### config.mk
export PLATFORM = sky130hd
export DESIGN_NAME = imem_loader
export DESIGN_NICKNAME = d
export VERILOG_FILES = /design/src/rtl/imem_loader.sv
export SDC_FILE = /design/constraint.sdc
export NUM_CORES = 1
export LEC_CHECK = 0
export CAP_MARGIN = 10
export CORE_UTILIZATION = 35
export DETAILED_ROUTE_END_ITERATION = 10
export PLACE_DENSITY = 0.59
export REMOVE_ABC_BUFFERS = 1
export SYNTH_ARGS = -nofsm -noshare
export SYNTH_HDL_FRONTEND = slang
export SYNTH_SLANG_ARGS = --single-unit
### constraint.sdc
create_clock -name clk -period 2.55 [get_ports clk]
set_input_delay 0.6375 -clock clk [delete_from_list [all_inputs] [get_ports clk]]
set_output_delay 0.6375 -clock clk [all_outputs]
set_load 0.1 [all_outputs]
### src/rtl/imem_loader.sv
// Byte-stream instruction-memory loader: reads a 16-bit little-endian word count, then
// packs little-endian bytes into 32-bit words and strobes them into the instruction RAM.
module imem_loader #(
    parameter int ADDR_W    = 10,
    parameter int DATA_W    = 32,
    parameter int MAX_WORDS = 1024
) (
    input  logic              clk,
    input  logic              rst_n,
    input  logic              start,
    input  logic              in_valid,
    input  logic [7:0]        in_data,
    output logic              in_ready,
    output logic              we,
    output logic [ADDR_W-1:0] waddr,
    output logic [DATA_W-1:0] wdata,
    output logic              busy,
    output logic              done,
    output logic              error,
    output logic              cpu_hold,
    output logic [ADDR_W:0]   words_loaded
);

    localparam logic [2:0] S_IDLE   = 3'd0;
    localparam logic [2:0] S_LEN_LO = 3'd1;
    localparam logic [2:0] S_LEN_HI = 3'd2;
    localparam logic [2:0] S_DATA   = 3'd3;
    localparam logic [2:0] S_DONE   = 3'd4;
    localparam logic [2:0] S_ERR    = 3'd5;

    localparam logic [15:0]     MAX_LEN = 16'(MAX_WORDS);
    localparam logic [ADDR_W:0] WL_ONE  = (ADDR_W+1)'(1);
    localparam logic [ADDR_W-1:0] WI_ONE = ADDR_W'(1);

    logic [2:0]        state_q,    state_d;
    logic [15:0]       len_q,      len_d;
    logic [1:0]        lane_q,     lane_d;
    logic [DATA_W-9:0] pack_q,     pack_d;
    logic [ADDR_W-1:0] word_idx_q, word_idx_d;
    logic [ADDR_W:0]   wl_q,       wl_d;
    logic              we_q,       we_d;
    logic [ADDR_W-1:0] waddr_q,    waddr_d;
    logic [DATA_W-1:0] wdata_q,    wdata_d;
    logic              done_q,     done_d;
    logic              error_q,    error_d;
    logic              hold_q,     hold_d;

    logic              accept;
    logic [15:0]       len_full;
    logic [ADDR_W:0]   wl_inc;

    assign in_ready = (state_q == S_LEN_LO) || (state_q == S_LEN_HI) || (state_q == S_DATA);
    assign busy     = in_ready;
    assign accept   = in_valid && in_ready;
    assign len_full = {in_data, len_q[7:0]};
    assign wl_inc   = wl_q + WL_ONE;

    always_comb begin
        state_d    = state_q;
        len_d      = len_q;
        lane_d     = lane_q;
        pack_d     = pack_q;
        word_idx_d = word_idx_q;
        wl_d       = wl_q;
        we_d       = 1'b0;
        waddr_d    = waddr_q;
        wdata_d    = wdata_q;
        done_d     = done_q;
        error_d    = error_q;
        hold_d     = hold_q;

        case (state_q)
            S_IDLE, S_DONE, S_ERR: begin
                if (start) begin
                    state_d    = S_LEN_LO;
                    len_d      = 16'd0;
                    lane_d     = 2'd0;
                    word_idx_d = '0;
                    wl_d       = '0;
                    done_d     = 1'b0;
                    error_d    = 1'b0;
                    hold_d     = 1'b1;
                end
            end
            S_LEN_LO: begin
                if (accept) begin
                    len_d[7:0] = in_data;
                    state_d    = S_LEN_HI;
                end
            end
            S_LEN_HI: begin
                if (accept) begin
                    len_d = len_full;
                    // A zero-length or oversized program is refused; the CPU stays held.
                    if (len_full == 16'd0 || len_full > MAX_LEN) begin
                        state_d = S_ERR;
                        error_d = 1'b1;
                    end else begin
                        state_d = S_DATA;
                    end
                end
            end
            S_DATA: begin
                if (accept) begin
                    lane_d = lane_q + 2'd1;
                    case (lane_q)
                        2'd0: pack_d[7:0]   = in_data;
                        2'd1: pack_d[15:8]  = in_data;
                        2'd2: pack_d[23:16] = in_data;
                        default: begin
                            we_d       = 1'b1;
                            waddr_d    = word_idx_q;
                            wdata_d    = {in_data, pack_q};
                            word_idx_d = word_idx_q + WI_ONE;
                            wl_d       = wl_inc;
                            if (wl_inc == len_q[ADDR_W:0]) begin
                                state_d = S_DONE;
                                done_d  = 1'b1;
                                hold_d  = 1'b0;
                            end
                        end
                    endcase
                end
            end
            default: begin
                state_d = S_IDLE;
                hold_d  = 1'b0;
            end
        endcase
    end

    always_ff @(posedge clk or negedge rst_n) begin
        if (!rst_n) begin
            state_q    <= S_IDLE;
            len_q      <= 16'd0;
            lane_q     <= 2'd0;
            pack_q     <= '0;
            word_idx_q <= '0;
            wl_q       <= '0;
            we_q       <= 1'b0;
            waddr_q    <= '0;
            wdata_q    <= '0;
            done_q     <= 1'b0;
            error_q    <= 1'b0;
            hold_q     <= 1'b0;
        end else begin
            state_q    <= state_d;
            len_q      <= len_d;
            lane_q     <= lane_d;
            pack_q     <= pack_d;
            word_idx_q <= word_idx_d;
            wl_q       <= wl_d;
            we_q       <= we_d;
            waddr_q    <= waddr_d;
            wdata_q    <= wdata_d;
            done_q     <= done_d;
            error_q    <= error_d;
            hold_q     <= hold_d;
        end
    end

    assign we           = we_q;
    assign waddr        = waddr_q;
    assign wdata        = wdata_q;
    assign done         = done_q;
    assign error        = error_q;
    assign cpu_hold     = hold_q;
    assign words_loaded = wl_q;

endmodule

* After elaboration in Yosys (flattened, before gate mapping)
Cells that the tools add are included.
** Word-level totals
- Output and inout port bits :: 59
- Memories :: 0
- Bits in read-only memories :: 0
- Register bits :: 107
- Bits in writable memories :: 0
- Word-level logic and storage cells :: 102
- Input bits :: 12
- Bits in latches :: 0
** Cells by class
- Muxes and demuxes :: 40
- Reduce and logical (&&, ||, !) cells :: 25
- Eq/ne operators :: 15
- Add/sub/neg operators :: 3
- Bitwise gates (word level) :: 3
- $lt $le $gt $ge :: 1
- Div/mod/pow operators :: 0
- Shift-type cells :: 0
- $mul :: 0
** Operator list (number)
- 11-bit 2-to-1 mux :: 5
- 10-bit 2-to-1 mux :: 3
- 8-bit one-hot mux with 3 select lines :: 1
- 11-bit one-hot mux with 2 select lines :: 1
- 3-bit 2-to-1 mux :: 7
- 10-bit one-hot mux with 2 select lines :: 1
- 3-bit AND reduction :: 6
- 16-bit by 11-bit greater-than comparator with 1-bit output (second input constant) :: 1
- 16-bit logical NOT :: 1
- 1-bit 2-to-1 mux :: 13
- 3-bit one-hot mux with 4 select lines :: 1
- 4-bit AND reduction :: 3
- 11-bit by 1-bit adder with 11-bit output (second input constant) :: 1
- 11-bit equality test :: 1
- 10-bit by 1-bit adder with 10-bit output (second input constant) :: 1
- 2-bit != test (second input constant) :: 5
- 5-bit AND reduction :: 2
- 8-bit 2-to-1 mux :: 1
- 3-bit by 2-bit equality test with 1-bit output (second input constant) :: 2
- 3-bit equality test (second input constant) :: 2
- 3-bit one-hot mux with 2 select lines :: 1
- 6-bit AND reduction :: 1
- 2-bit nonzero test :: 3
- 3-bit OR reduction :: 2
- other kinds (15) :: 22

* Logic depth before layout (Yosys ltp)
- Word-level depth :: 6
- Depth in mapped cells :: 9
- Gate-level depth less buffers :: 7

* Worst setup path after synthesis
Ideal clock, no wire load.
- Path type :: reg-to-output
- Start :: reg state_q[0]
- End :: out in_ready
- Buffers on the path :: 1
- Required time :: 1.913 ns
- Arrival time :: 2.555 ns
- Stages on the path, launching flop included :: 4
- Path slack :: -0.642 ns
- Path through :: dfrtp_1 > inv_1 > a21oi_1 > buf_4
** On the way
- Longest elaborated chain between the ends :: 3
- Elaborated cells on any way between the ends :: 5
- Classes of those cells :: eq/ne: 3; reduce/logical: 2
** RTL lines
- from (decl) :: line 35 : logic [2:0] state_q, state_d;
- from (signal assigned) :: line 147 : state_q <= state_d;
- 3-bit by 1-bit equality test with 1-bit output / 3-bit by 2-bit equality test with 1-bit output (equally long branches) :: line 52 : assign in_ready = (state_q == S_LEN_LO) || (state_q == S_LEN_HI) || (state_q == S_DATA);
- 1-bit logical OR :: line 52
- 1-bit logical OR (*) :: line 52
- to (decl) :: line 13 : output logic in_ready,
Every way passes the cells marked *; elsewhere a longest branch is shown, timed or not.

* Final worst setup path
- Start :: reg state_q[1]
- End :: out in_ready
Same word-level chain as after synthesis.

==> flow_summary.json <==
{
  "finalSetupViolCount": 0,
  "ys_ff_latch": 107,
  "synth_top_cell_area_share": 0.549,
  "cp_top_family": "flip-flops",
  "worst_pin_slew_ns": 0.576,
  "yosysSeqAreaShare": 0.549,
  "finalHoldViolations": 0,
  "regArea_um2": 2680,
  "worstPathBufferInverterCount": 2,
  "synthFlopType": "dfrtp_1",
  "globalplace.congestion": 0.821,
  "wirelength_um": 11600,
  "worstRegToRegCells": 7,
  "fp-row-count": 42,
  "worst_clock_skew_ns": 0.00504,
  "yosys_warnings": 0,
  "r2r-start": "words_loaded[1]$_DFFE_PN0P_",
  "cp-endpoint": "in_ready",
  "dp_cells": 751,
  "synth_area_leader_cell": "dfrtp_1",
  "cts.sinks": 107,
  "pre_cts_ws_ns": -0.0332,
  "drtAntennaViolNets": 0,
  "setup_ws_ns": 0.139,
  "grt_pass1_vias": 3897,
  "worstSetupEndpointType": "output port",
  "async_flop_share": 1.00,
  "vdd_drop_max_mv": 0.780,
  "relSlewSlack": 0.616,
  "die_y_um": 120,
  "cp_slowest_cell": "dfrtp_1",
  "die_area_um2": 14400,
  "path_depth": 3,
  "syn_area_um2": 4880,
  "mostFrequentLayoutCell": "nand2_1",
  "r2r_slack_ns": 0.24,
  "crit_start": "state_q[1]$_DFFE_PN0P_",
  "grt_max_degree": 108,
  "cts-buffers-inserted": 9,
  "avgViaCountPerCell": 4.92,
  "power_mw": 7.25,
  "core_area_um2": 13400,
  "initial_utilization": 0.364,
  "numPortBuffers": 70,
  "cp.arrival_ns": 1.77,
  "multi_input_area_um2": 2030,
  "synth_edf_count": 0,
  "critPathMaxStageDelay_ns": 0.58,
  "power.leakage_nw": 3.02,
  "via_count": 3774,
  "min_path_type": "input pin to async pin",
  "clock.fmax_mhz": 415,
  "clk_pin_slew_ns": 0.07,
  "grt_pass1_wl_um": 19700,
  "drt_first_pass_iters": 4,
  "fillers": 1314,
  "hpwlAfterDp_um": 8050,
  "path_max_fanout": 13,
  "synthCells": 506,
  "p_per_area_nw_per_um2": 1190,
  "drt-wirelength-per-cell_um": 15.1,
  "cp_cell_sequence": "inv_1 > a21oi_1 > buf_12",
  "post-route-period-util": 0.945,
  "synth.distinct_cells": 52,
  "cts_tree": "built",
  "die_w_um": 120,
  "ios": 71,
  "post-route-drc-count": 0,
  "fin_crit_ns": 2.41,
  "required_ns": 1.91,
  "layout-drive-gt1-share": 0.239,
  "status": "finished clean",
  "grt_overflow": 0,
  "ys_top_cells_by_area": "dfrtp_1 (55%), nand2_1 (12%), mux2_2 (6.0%)",
  "grt_usage": 0.175,
  "drt_iter0_markers": 236,
  "area_delta_synth_final_pct": 24.6,
  "post_cts_buffers": 0,
  "layout.nets": 604,
  "syn_avg_cell_area_um2": 9.64,
  "stdcell_count": 767,
  "r2r-end": "state_q[1]$_DFFE_PN0P_",
  "rsz0062_at_grt": "false",
  "final_cell_mix": "nand2_1 (157), dfrtp_1 (106), buf_4 (79), o21ai_0 (31), nor2_1 (27)",
  "critPathKind": "register to output port",
  "finish.utilization": 0.454,
  "htree_num_levels": 3,
  "diodes": 0,
  "critPathLaunchType": "register",
  "cap_violations": 0,
  "clk_path_buf_depth": 2,
  "antenna_found_initial": 0,
  "root_buffer": "clkbuf_16",
  "clkLatencyLatePin_ns": 0.35,
  "drv_slew": 0
}
[worst register-to-register path: stages (launching register included)]
cell and delay, ns:
dfrtp_1 0.44, ha_1 0.22, nand4_1 0.17, nor3_1 0.35, xnor2_1 0.19, nand4b_1 0.30
nor4_1 0.41, o22ai_1 0.12
[report_power, final]
part           switching [mW]  total [mW]  internal (mW)  leakage (nW)
clock                   0.660        1.46          0.800         0.146
sequential              0.350        2.51           2.16          1.42
combinational            2.36        3.28          0.919          1.46
total                    3.37        7.25           3.88          3.02
[cells by family after synthesis]
| family | after synthesis | synth area share |
|---|---|---|
| AOI/OAI and AO/OA | 65 | 0.0841 |
| muxes | 27 | 0.0621 |
| buffers and inverters | 42 | 0.0379 |
| DFF | 107 | 0.549 |
| and+or+nand+nor | 237 | 0.212 |
| xor gates and xnor gates | 22 | 0.0395 |
| adders and majority gates | 6 | 0.0154 |
[layer usage]
metal  vias to the layer above  routed length [µm]  GRT usage
met5                         -                   0          0
li1                       1835                   -          -
met1                      1835                5360      0.238
met2                        80                5470      0.278
met3                        24                 454     0.0266
met4                         0                 303     0.0719
[state kept, by name (all words and copies together) (netlist names)]
name,cells
state_q,3
we,1
words_loaded,11
word_idx_q,10
wdata,32
len_q,11
error,1
cpu_hold,1
waddr,10
lane_q,2
pack_q,24
done,1
[what timing repair did]
| action | in CTS | in global routing |
|---|---|---|
| hold buffers | 0 | 0 |
| endpoints found under the setup margin | 0 | 3 |
| resized for setup | 0 | 2 |
[metrics by stage]
stage	hold slack [ns]	TNS, ns	area, µm²
2_1_floorplan	0.342	-31.76	4760
3_3_place_gp	0.443	0	5760
3_5_place_dp	0.456	-0.0753	5760
4_1_cts	0.396	0	6070
5_1_grt	0.410	0	6080
6_report	0.351	0	6080
[cell type report]
cell class / count / area share
well taps: 176 / 0.0362
flip-flops and latches: 107 / 0.441
clock inverters: 6 / 0.0117
clock buffers: 10 / 0.0393
multi-input cells: 357 / 0.334
repair buffers: 93 / 0.127
inverters: 18 / 0.0111
[how the worst min path moves through the flow]
| stage | from | to |
|---|---|---|
| finish | rst_n | waddr[4]$_DFFE_PN0P_ |
| detailed placement | pack_q[6]$_DFFE_PN0P_ | wdata[6]$_DFFE_PN0P_ |
| global route | rst_n | waddr[4]$_DFFE_PN0P_ |
| CTS | rst_n | waddr[4]$_DFFE_PN0P_ |
| global placement | pack_q[22]$_DFFE_PN0P_ | wdata[22]$_DFFE_PN0P_ |
| floorplan | rst_n | cpu_hold$_DFFE_PN0P_ |
[Yosys cell counts (2+ instances only)]
library cell  count
nand2_1         158
dfrtp_1         107
o21ai_0          31
nor2_1           27
mux2_2           26
inv_1            18
nand3_1          15
xor2_1           12
a21oi_1          10
buf_2            10
xnor2_1          10
clkbuf_1          9
nor3_1            7
ha_1              6
and3_1            5
nand4_1           5
o31ai_1           5
buf_4             4
nor2b_1           3
nor4_1            3
a21o_1            2
nor4_2            2
o22ai_1           2
Power figures use the tool's default switching activity.
